[config.mk]
export PLATFORM = sky130hd
export DESIGN_NAME = qbus_wb_bridge
export DESIGN_NICKNAME = d
export VERILOG_FILES = /design/src/rtl/qbus_wb_bridge_pkg.sv /design/src/rtl/qbus_wb_bridge_clkgen.sv /design/src/rtl/qbus_wb_bridge.sv
export SDC_FILE = /design/constraint.sdc
export NUM_CORES = 1
export LEC_CHECK = 0
export CORE_ASPECT_RATIO = 1.1
export CORE_MARGIN = 2
export CORE_UTILIZATION = 49
export DETAILED_ROUTE_END_ITERATION = 10
export HOLD_SLACK_MARGIN = 0.05
export PLACE_DENSITY = 0.86
export RECOVER_POWER = 50
export SYNTH_ARGS = -nofsm -noshare
export SYNTH_HDL_FRONTEND = slang
export SYNTH_SLANG_ARGS = --single-unit
[constraint.sdc]
create_clock -name vm_clk_p -period 4.55 [get_ports vm_clk_p]
set_clock_uncertainty 0.2 [all_clocks]
set_input_delay 0.6825 -clock vm_clk_p [delete_from_list [all_inputs] [get_ports vm_clk_p]]
set_output_delay 0.6825 -clock vm_clk_p [all_outputs]
set_load 0.03 [all_outputs]
[src/rtl/qbus_wb_bridge_pkg.sv]
// Shared definitions for the Q-bus (MPI) slave to Wishbone master bridge.
package qbus_wb_bridge_pkg;

  typedef enum logic [3:0] {
    ST_IDLE,
    ST_RD_REQ,
    ST_RD_RPLY,
    ST_WR_WAIT,
    ST_WR_REQ,
    ST_WR_RPLY,
    ST_IV_REQ,
    ST_SEL_RPLY,
    ST_ABORT
  } qbus_state_t;

  localparam logic [7:0] VM2_CLOCK_HIGH  = 8'd3;
  localparam logic [7:0] VM2_CLOCK_LOW   = 8'd7;
  localparam int         SYNC_STAGES_DEF = 2;

  localparam logic [1:0] SEL_WORD = 2'b11;
  localparam logic [1:0] SEL_LO   = 2'b01;
  localparam logic [1:0] SEL_HI   = 2'b10;

  // Byte strobes for a write: odd address selects the high lane.
  function automatic logic [1:0] lane_sel(input logic byte_xfer, input logic adr0);
    if (!byte_xfer) return SEL_WORD;
    return adr0 ? SEL_HI : SEL_LO;
  endfunction

endpackage

[src/rtl/qbus_wb_bridge_clkgen.sv]
// CPU clock divider; power flags and interrupt requests are resampled on the
// divider rise point so the CPU sees them change only with its clock edge.
module qbus_wb_bridge_clkgen
  import qbus_wb_bridge_pkg::*;
#(
  parameter logic [7:0] DIV_HIGH = VM2_CLOCK_HIGH,
  parameter logic [7:0] DIV_LOW  = VM2_CLOCK_LOW,
  parameter int         NIRQ     = 3
) (
  input  logic            vm_clk_p,
  input  logic            vm_rst,
  input  logic            vm_aclo,
  input  logic            vm_dclo,
  input  logic [NIRQ-1:0] vm_irq,
  output logic            qbus_clk_o,
  output logic            qbus_aclo_o,
  output logic            qbus_dclo_o,
  output logic [NIRQ-1:0] qbus_irq_o
);

  logic [7:0] div_cnt;
  logic       at_high;
  logic       at_low;

  assign at_high = (div_cnt == DIV_HIGH);
  assign at_low  = (div_cnt == DIV_LOW);

  // Divider counter, clock output and resampled flags.
  always_ff @(posedge vm_clk_p) begin
    if (vm_rst) begin
      div_cnt     <= '0;
      qbus_clk_o  <= 1'b0;
      qbus_aclo_o <= 1'b0;
      qbus_dclo_o <= 1'b0;
      qbus_irq_o  <= '0;
    end else begin
      div_cnt <= at_low ? 8'd0 : div_cnt + 8'd1;
      if (at_high) begin
        qbus_clk_o  <= 1'b1;
        qbus_aclo_o <= vm_aclo;
        qbus_dclo_o <= vm_dclo;
        qbus_irq_o  <= vm_irq;
      end else if (at_low) begin
        qbus_clk_o  <= 1'b0;
      end
    end
  end

endmodule

[src/rtl/qbus_wb_bridge.sv]
// Q-bus slave to Wishbone master bridge for an external 1801-series CPU.
//
// state       | meaning
// ------------+--------------------------------------------------------
// ST_IDLE     | no data phase in progress (may be inside a SYNC cycle)
// ST_RD_REQ   | Wishbone read in flight
// ST_RD_RPLY  | read data driven on AD with RPLY, waiting for DIN low
// ST_WR_WAIT  | DOUT seen, letting write data settle
// ST_WR_REQ   | Wishbone write in flight
// ST_WR_RPLY  | write acknowledged with RPLY, waiting for DOUT low
// ST_IV_REQ   | interrupt vector fetch in flight
// ST_SEL_RPLY | addressless read of sel_dat_i driven with RPLY
// ST_ABORT    | failed cycle, no RPLY; waiting for DIN and DOUT low
module qbus_wb_bridge
  import qbus_wb_bridge_pkg::*;
#(
  parameter logic [7:0] DIV_HIGH    = VM2_CLOCK_HIGH,
  parameter logic [7:0] DIV_LOW     = VM2_CLOCK_LOW,
  parameter int         SYNC_STAGES = SYNC_STAGES_DEF,
  parameter int         WR_DELAY    = 1,
  parameter int         TIMEOUT     = 255,
  parameter int         NIRQ        = 3
) (
  input  logic            vm_clk_p,
  input  logic            vm_rst,
  input  logic [15:0]     qbus_ad_i,
  output logic [15:0]     qbus_ad_o,
  output logic            qbus_ad_oe,
  input  logic            qbus_sync_i,
  input  logic            qbus_din_i,
  input  logic            qbus_dout_i,
  input  logic            qbus_wtbt_i,
  input  logic            qbus_iako_i,
  input  logic            qbus_sel_i,
  input  logic            qbus_init_i,
  output logic            qbus_rply_o,
  output logic            qbus_ar_o,
  output logic            qbus_clk_o,
  output logic            qbus_aclo_o,
  output logic            qbus_dclo_o,
  output logic [NIRQ-1:0] qbus_irq_o,
  input  logic            vm_aclo,
  input  logic            vm_dclo,
  input  logic [NIRQ-1:0] vm_irq,
  output logic            vm_init_out,
  input  logic [15:0]     sel_dat_i,
  output logic [15:0]     wbm_adr_o,
  output logic [15:0]     wbm_dat_o,
  input  logic [15:0]     wbm_dat_i,
  output logic            wbm_cyc_o,
  output logic            wbm_stb_o,
  output logic            wbm_we_o,
  output logic [1:0]      wbm_sel_o,
  input  logic            wbm_ack_i,
  input  logic            wbm_err_i,
  input  logic [15:0]     wbi_dat_i,
  output logic            wbi_stb_o,
  input  logic            wbi_ack_i,
  output logic            bus_err_o
);

  localparam logic [7:0] TMO_LIM = 8'(TIMEOUT);
  localparam logic [7:0] WR_LAST = 8'(WR_DELAY - 1);

  logic [SYNC_STAGES-1:0][6:0] sync_pipe;
  logic sync_s, din_s, dout_s, wtbt_s, iako_s, sel_s, init_s;

  qbus_state_t state, state_nxt;
  logic [15:0] adr_q, dat_q, wr_dat_q;
  logic [1:0]  sel_q;
  logic [7:0]  tmo_cnt, wr_cnt;
  logic        bus_err_q;
  logic        ld_dat, ld_rd, ld_wr, err_nxt, tmo_hit, stb_any;
  logic [15:0] dat_src;

  // Input synchroniser for the raw Q-bus strobes.
  always_ff @(posedge vm_clk_p) begin
    if (vm_rst) sync_pipe <= '0;
    else        sync_pipe <= {sync_pipe[SYNC_STAGES-2:0],
                              {qbus_init_i, qbus_sel_i, qbus_iako_i, qbus_wtbt_i,
                               qbus_dout_i, qbus_din_i, qbus_sync_i}};
  end

  assign {init_s, sel_s, iako_s, wtbt_s, dout_s, din_s, sync_s} = sync_pipe[SYNC_STAGES-1];

  // Counter reaches TIMEOUT on the edge that drops the strobes, so stb is
  // high for exactly TIMEOUT cycles.
  assign stb_any = wbm_stb_o | wbi_stb_o;
  assign tmo_hit = (tmo_cnt + 8'd1) == TMO_LIM;

  // State register.
  always_ff @(posedge vm_clk_p) begin
    if (vm_rst) state <= ST_IDLE;
    else        state <= state_nxt;
  end

  // Next-state and datapath load decisions.
  always_comb begin
    state_nxt = state;
    ld_dat    = 1'b0;
    dat_src   = wbm_dat_i;
    ld_rd     = 1'b0;
    ld_wr     = 1'b0;
    err_nxt   = 1'b0;
    case (state)
      ST_IDLE: begin
        if (din_s && dout_s) begin
          state_nxt = ST_IDLE;
        end else if (din_s && !sync_s && sel_s) begin
          state_nxt = ST_SEL_RPLY;
          ld_dat    = 1'b1;
          dat_src   = sel_dat_i;
        end else if (din_s && iako_s) begin
          state_nxt = ST_IV_REQ;
        end else if (sync_s && din_s) begin
          state_nxt = ST_RD_REQ;
          ld_rd     = 1'b1;
        end else if (sync_s && dout_s) begin
          state_nxt = ST_WR_WAIT;
        end
      end
      ST_RD_REQ, ST_WR_REQ: begin
        if (wbm_ack_i) begin
          state_nxt = (state == ST_RD_REQ) ? ST_RD_RPLY : ST_WR_RPLY;
          ld_dat    = (state == ST_RD_REQ);
        end else if (wbm_err_i || tmo_hit) begin
          state_nxt = ST_ABORT;
          err_nxt   = 1'b1;
        end else if (!sync_s) begin
          state_nxt = ST_ABORT;
        end
      end
      ST_IV_REQ: begin
        if (wbi_ack_i) begin
          state_nxt = ST_RD_RPLY;
          ld_dat    = 1'b1;
          dat_src   = wbi_dat_i;
        end else if (tmo_hit) begin
          state_nxt = ST_ABORT;
          err_nxt   = 1'b1;
        end
      end
      ST_RD_RPLY, ST_SEL_RPLY: begin
        if (!din_s) state_nxt = ST_IDLE;
      end
      ST_WR_WAIT: begin
        if (!dout_s) begin
          state_nxt = ST_IDLE;
        end else if (wr_cnt == WR_LAST) begin
          // Power going down: acknowledge the CPU but keep memory untouched.
          if (vm_dclo) begin
            state_nxt = ST_WR_RPLY;
          end else begin
            state_nxt = ST_WR_REQ;
            ld_wr     = 1'b1;
          end
        end
      end
      ST_WR_RPLY: begin
        if (!dout_s) state_nxt = ST_IDLE;
      end
      ST_ABORT: begin
        if (!din_s && !dout_s) state_nxt = ST_IDLE;
      end
      default: state_nxt = ST_IDLE;
    endcase
  end

  // Address latch, data registers, timers and error pulse.
  always_ff @(posedge vm_clk_p) begin
    if (vm_rst) begin
      adr_q     <= '0;
      dat_q     <= '0;
      wr_dat_q  <= '0;
      sel_q     <= '0;
      tmo_cnt   <= '0;
      wr_cnt    <= '0;
      bus_err_q <= 1'b0;
    end else begin
      if (!sync_s) adr_q <= qbus_ad_i;
      if (ld_dat)  dat_q <= dat_src;
      if (ld_rd)   sel_q <= SEL_WORD;
      if (ld_wr) begin
        wr_dat_q <= qbus_ad_i;
        sel_q    <= lane_sel(wtbt_s, adr_q[0]);
      end
      tmo_cnt   <= stb_any ? tmo_cnt + 8'd1 : 8'd0;
      wr_cnt    <= (state == ST_WR_WAIT) ? wr_cnt + 8'd1 : 8'd0;
      bus_err_q <= err_nxt;
    end
  end

  assign wbm_stb_o   = (state == ST_RD_REQ) || (state == ST_WR_REQ);
  assign wbm_cyc_o   = wbm_stb_o;
  assign wbm_we_o    = (state == ST_WR_REQ);
  assign wbm_sel_o   = sel_q;
  assign wbm_adr_o   = adr_q;
  assign wbm_dat_o   = wr_dat_q;
  assign wbi_stb_o   = (state == ST_IV_REQ);
  assign qbus_rply_o = (state == ST_RD_RPLY) || (state == ST_WR_RPLY) || (state == ST_SEL_RPLY);
  assign qbus_ad_oe  = (state == ST_RD_RPLY) || (state == ST_SEL_RPLY);
  assign qbus_ad_o   = dat_q;
  assign qbus_ar_o   = sync_s & ~qbus_rply_o & ~din_s & ~dout_s;
  assign bus_err_o   = bus_err_q;
  assign vm_init_out = init_s;

  qbus_wb_bridge_clkgen #(
    .DIV_HIGH (DIV_HIGH),
    .DIV_LOW  (DIV_LOW),
    .NIRQ     (NIRQ)
  ) u_clkgen (
    .vm_clk_p    (vm_clk_p),
    .vm_rst      (vm_rst),
    .vm_aclo     (vm_aclo),
    .vm_dclo     (vm_dclo),
    .vm_irq      (vm_irq),
    .qbus_clk_o  (qbus_clk_o),
    .qbus_aclo_o (qbus_aclo_o),
    .qbus_dclo_o (qbus_dclo_o),
    .qbus_irq_o  (qbus_irq_o)
  );

endmodule

==> summary by stage <==
Status
The run finished, with violations left. The checks that failed: capacitance limit, slew limit.

Setup path
The kind of cell with the highest combined delay on the critical path is flip-flops. The worst path required time is 3.67 ns. On the worst path, the slowest cell contributes a delay of 1.04 ns. At the worst endpoint, the arrival time is 2.51 ns. The type of destination of the critical path is an output pin. The worst setup path is launched from a register. The critical path goes through nor4b_1, clkdlybuf4s50_1. The highest net fanout along the worst path is 21. The critical path is of the register to output pin type.

Counting both buffers and inverters, the worst setup path holds a total of 1. Among all stages on the critical path, the largest delay is contributed by sky130_fd_sc_hd__dfxtp_1.

Synthesis
Sequential elements use 46.95% of the synthesized area. The compound-gate portion of the synthesized area is 12.36%. The number of instances in the synthesized netlist is 435.

After Yosys synthesis, and, or, nand and nor cells account for 21.19% of the synthesized area. Yosys printed 0 warnings. Yosys mapped a number of flops with a built-in enable equal to 0. The mean instance size in the synthesized netlist is 9.705 sq um.

The top-area cell type share of the netlist area is 46.95%. The main combinational cell family by area after synthesis is simple AND/OR/NAND/NOR gates. The largest total area in the synthesized netlist belongs to sky130_fd_sc_hd__dfxtp_1. The netlist area before placement is 0.004222 sq mm.

After Yosys synthesis, full adders, half adders and majority gates account for 1.482% of the synthesized area. The dominant synthesized flop cell is sky130_fd_sc_hd__dfxtp_1. The fraction of synthesis flops using an asynchronous set or reset pin is 0%. The number of synthesized register bits is 99.

Measured against the total synthesized area, the mux share comes to 9.247%. By area the synthesized netlist is led by sky130_fd_sc_hd__dfxtp_1 47%, sky130_fd_sc_hd__mux2i_1 9.2%, sky130_fd_sc_hd__nor2_1 7.7%. The parity-gate share of the synthesized area counting xor and xnor cells is 4.149%. The netlist uses 54 different library cells. The number of nets produced by synthesis is 521.

Power and ir drop
The analysis attributes to net switching a power of 762.4 uW. Per report_power, the combinational group accounts for 28.5% of the total. In this run the power density over the cells is 396.0 mW/mm^2. The internal power summed over all cells is 1562 uW.

The largest vdd supply drop is 0.3211 mV. Of the total power, the share spent switching nets is 32.80%. Overall power consumption after layout is estimated at 2324 uW. The sequential fraction of design power is 44.1%. The analysis attributes to cell leakage a power of 0.002120 uW.

The clock network burns 27.4% of the power.

STA
Final hold analysis gives a worst-case slack of 0.2530 ns. Setup repair after global routing left no endpoint under its margin. The max-slew violation count was 47. The final clock period utilization by the worst path is 74.67%. The worst pin sits at a relative slew slack of -22.31%.

The total count of hold-check failures in the final report is 0. Summed over all failing endpoints, the final setup total negative slack is 0 ns. The transition at the pin with the smallest max-transition slack is 1.835 ns. The setup violation total in the final timing report is 0. The upper clock frequency limit is 294.4 MHz. The shortest period the worst path allows is 3.397 ns.

Clock tree
TritonCTS built the clock tree. The maximum clock path buffer count is 2. The buffer count from post-CTS setup fixing is 0. CTS placed an instance of sky130_fd_sc_hd__clkbuf_8 at the clock tree root. The number of buffers created by CTS is 9. The later-pin clock latency in the skew report is 0.36 ns. The number of H-tree levels is 3. The CTS clock-pin slew for the worst setup and hold paths is 0.10 ns.

For this design, the CTS-stage hold fixing added 0 buffers. The clock sink total is 99. The number of gates resized after CTS was 0.

Route
In the routed layout, each cell is associated on average with a via count of 5.337. Dividing the detail-routed wire length by the instance count gives 14.90 um. The overall via count from detail_route is 3629. In this run the remaining antenna-violating nets after routing total 0.

For this run, the detailed router's first-pass iteration total came to 5. For this run, design rule violations remaining after detail routing come to 0. Wires add up to 10130 um. The iteration-0 DRC count of the detailed router is 99.

Run
The number of max-cap violations is 2.

Die
The area of the placeable core is 0.008364 sq mm. The initial core utilization is 50.47%. The die area is 0.009375 sq mm.

The die is 92.50 um wide. The die span in y is 101.4 um. In this run the count of I/O pins placed on the die edge is 146. The floorplan has 35 rows.

Global route
The number of antenna violations at the first check in global routing was 0. Entering global routing, the biggest net connects 47 pins. The first global-routing pass estimated 16190 um of wire. The number of global-route vias before repair came to 3490. Summed over all layers, the global routing overflow is 0. Global routing consumed, over all layers together, 21.42% of the routing resources.

Cells and area
Excluding fillers, the count of instances in the completed layout stands at 680. The number of antenna diodes in the final layout is 0. In the final layout, the share of cells above drive strength 1 is 4.745%. The summed area of non-filler cells in the final layout is 0.005869 sq mm. From synthesis to final layout, the design area changed by 39.03%.

The sequential cells in the finished layout cover a total of 0.001982 sq mm. The area of the multi-input gates is 0.002029 sq mm. At the end of the flow, the number of nets in the layout was 650. The layout has 630 filler cells.

Placed design
The count of buffers from port buffering is 145. The half-perimeter wire length of the detailed placement result is 7419 um. The final estimated routing congestion in global placement is 0.8168. The cell count after placement is 664. Summing all placed instances gives a cell area of 0.005657 sq mm.

Worst hold path
The min-delay analysis places its worst path in the category register to register.
path summary, 6_finish.rpt:
check | start | endpoint | slack, ns | depth (start not counted)
min reg2reg | sync_pipe[4] | iako_s | 0.25 | 1
min | sync_pipe[4] | iako_s | 0.25 | 1
max | sync_pipe[7] | qbus_ar_o | 1.15 | 2
max reg2reg | sync_pipe[7] | qbus_ad_o[11] | 1.28 | 6
power groups by stage:
stage | clock network (uW) | logic [uW] | registers [uW]
final | 637 | 663 | 1020
after global routing | 685 | 717 | 1040
after CTS | 655 | 675 | 1020
after detailed placement | 0 | 673 | 1050
after global placement | 0 | 650 | 1040
after floorplan | 0 | 373 | 1090
placed cells by master, fill, tap and decap left out, types with 2 or more instances in the layout:
| cell | n |
|---|---|
| sky130_fd_sc_hd__o211ai_1 | 2 |
| sky130_fd_sc_hd__a211o_1 | 2 |
| sky130_fd_sc_hd__nand2b_1 | 2 |
| sky130_fd_sc_hd__clkbuf_8 | 9 |
| sky130_fd_sc_hd__dlygate4sd3_1 | 21 |
| sky130_fd_sc_hd__a311oi_1 | 2 |
| sky130_fd_sc_hd__o21ai_0 | 4 |
| sky130_fd_sc_hd__dfxtp_1 | 99 |
| sky130_fd_sc_hd__nor2_1 | 87 |
| sky130_fd_sc_hd__mux2i_1 | 39 |
| sky130_fd_sc_hd__nor2b_1 | 16 |
| sky130_fd_sc_hd__clkinv_4 | 3 |
| sky130_fd_sc_hd__a21oi_1 | 8 |
| sky130_fd_sc_hd__clkdlybuf4s50_1 | 123 |
| sky130_fd_sc_hd__a222oi_1 | 16 |
| sky130_fd_sc_hd__and2_1 | 3 |
| sky130_fd_sc_hd__nor4b_1 | 3 |
| sky130_fd_sc_hd__and3_1 | 3 |
| sky130_fd_sc_hd__and3b_1 | 3 |
| sky130_fd_sc_hd__clkbuf_1 | 2 |
| sky130_fd_sc_hd__nand3b_1 | 4 |
| sky130_fd_sc_hd__nor3_1 | 4 |
| sky130_fd_sc_hd__bufinv_16 | 2 |
| sky130_fd_sc_hd__ha_1 | 5 |
| sky130_fd_sc_hd__a211oi_2 | 3 |
| sky130_fd_sc_hd__nand4_1 | 3 |
| sky130_fd_sc_hd__a211oi_1 | 18 |
| sky130_fd_sc_hd__inv_1 | 8 |
| sky130_fd_sc_hd__and4bb_2 | 2 |
| sky130_fd_sc_hd__nand2_1 | 11 |
| sky130_fd_sc_hd__xnor2_1 | 7 |
| sky130_fd_sc_hd__xor2_1 | 13 |
| sky130_fd_sc_hd__and4_1 | 2 |
| sky130_fd_sc_hd__nand3_1 | 14 |
| sky130_fd_sc_hd__inv_8 | 2 |
| sky130_fd_sc_hd__nor3b_1 | 2 |
layer usage:
layer,vias to the layer above,GRT usage [%],wire [um]
li1,1802,-,-
met1,1673,24.89,4192
met2,139,35.82,4742
met3,15,8.557,1053
met4,0,8.037,140
met5,-,0,0
cell families (layout without fill, tap and decap cells):
group	Yosys count	after routing
simple gates	170	170
flops	99	99
compound gates	65	65
mux	39	39
buf+inv	37	171
xor+xnor	20	20
fa+ha+maj	5	5
flip-flops by register name (all words and copies together) (netlist names):
register	count
iako_s	1
qbus_ad_o	16
tmo_cnt	8
sel_s	1
wbm_dat_o	16
u_clkgen.qbus_dclo_o	1
u_clkgen.qbus_irq_o	3
vm_init_out	1
u_clkgen.qbus_clk_o	1
bus_err_o	1
wbm_sel_o	2
state	4
u_clkgen.div_cnt	8
u_clkgen.qbus_aclo_o	1
wbm_adr_o	16
din_s	1
sync_pipe	9
dout_s	1
wr_cnt	8
through the flow:
step	setup slack (ns)	utilization [%]
after detailed placement	1.287	67.63
final	1.153	70.17
after global placement	1.517	67.63
after floorplan	1.681	-
after CTS	1.032	70.41
after global routing	0.8718	70.17
cells in the mapped netlist (all sizes together) (4+ instances only):
master,instances
dfxtp,99
nor2,87
mux2i,39
a211oi,21
buf,18
a222oi,16
nor2b,16
nand3,14
xor2,13
clkbuf,11
nand2,11
a21oi,8
inv,8
xnor2,7
ha,5
nor3,5
o21ai,5
and2,4
nand3b,4
final cells by class:
| cell class | count | area share, % |
|---|---|---|
| Clock inverter | 7 | 1.855 |
| Inverter | 8 | 0.5116 |
| Tap cell | 111 | 2.366 |
| Clock buffer | 9 | 2.110 |
| Sequential cell | 99 | 33.77 |
| Multi-Input combinational cell | 299 | 34.58 |
| Timing Repair Buffer | 147 | 24.81 |
(Power assumes the default switching activity.)
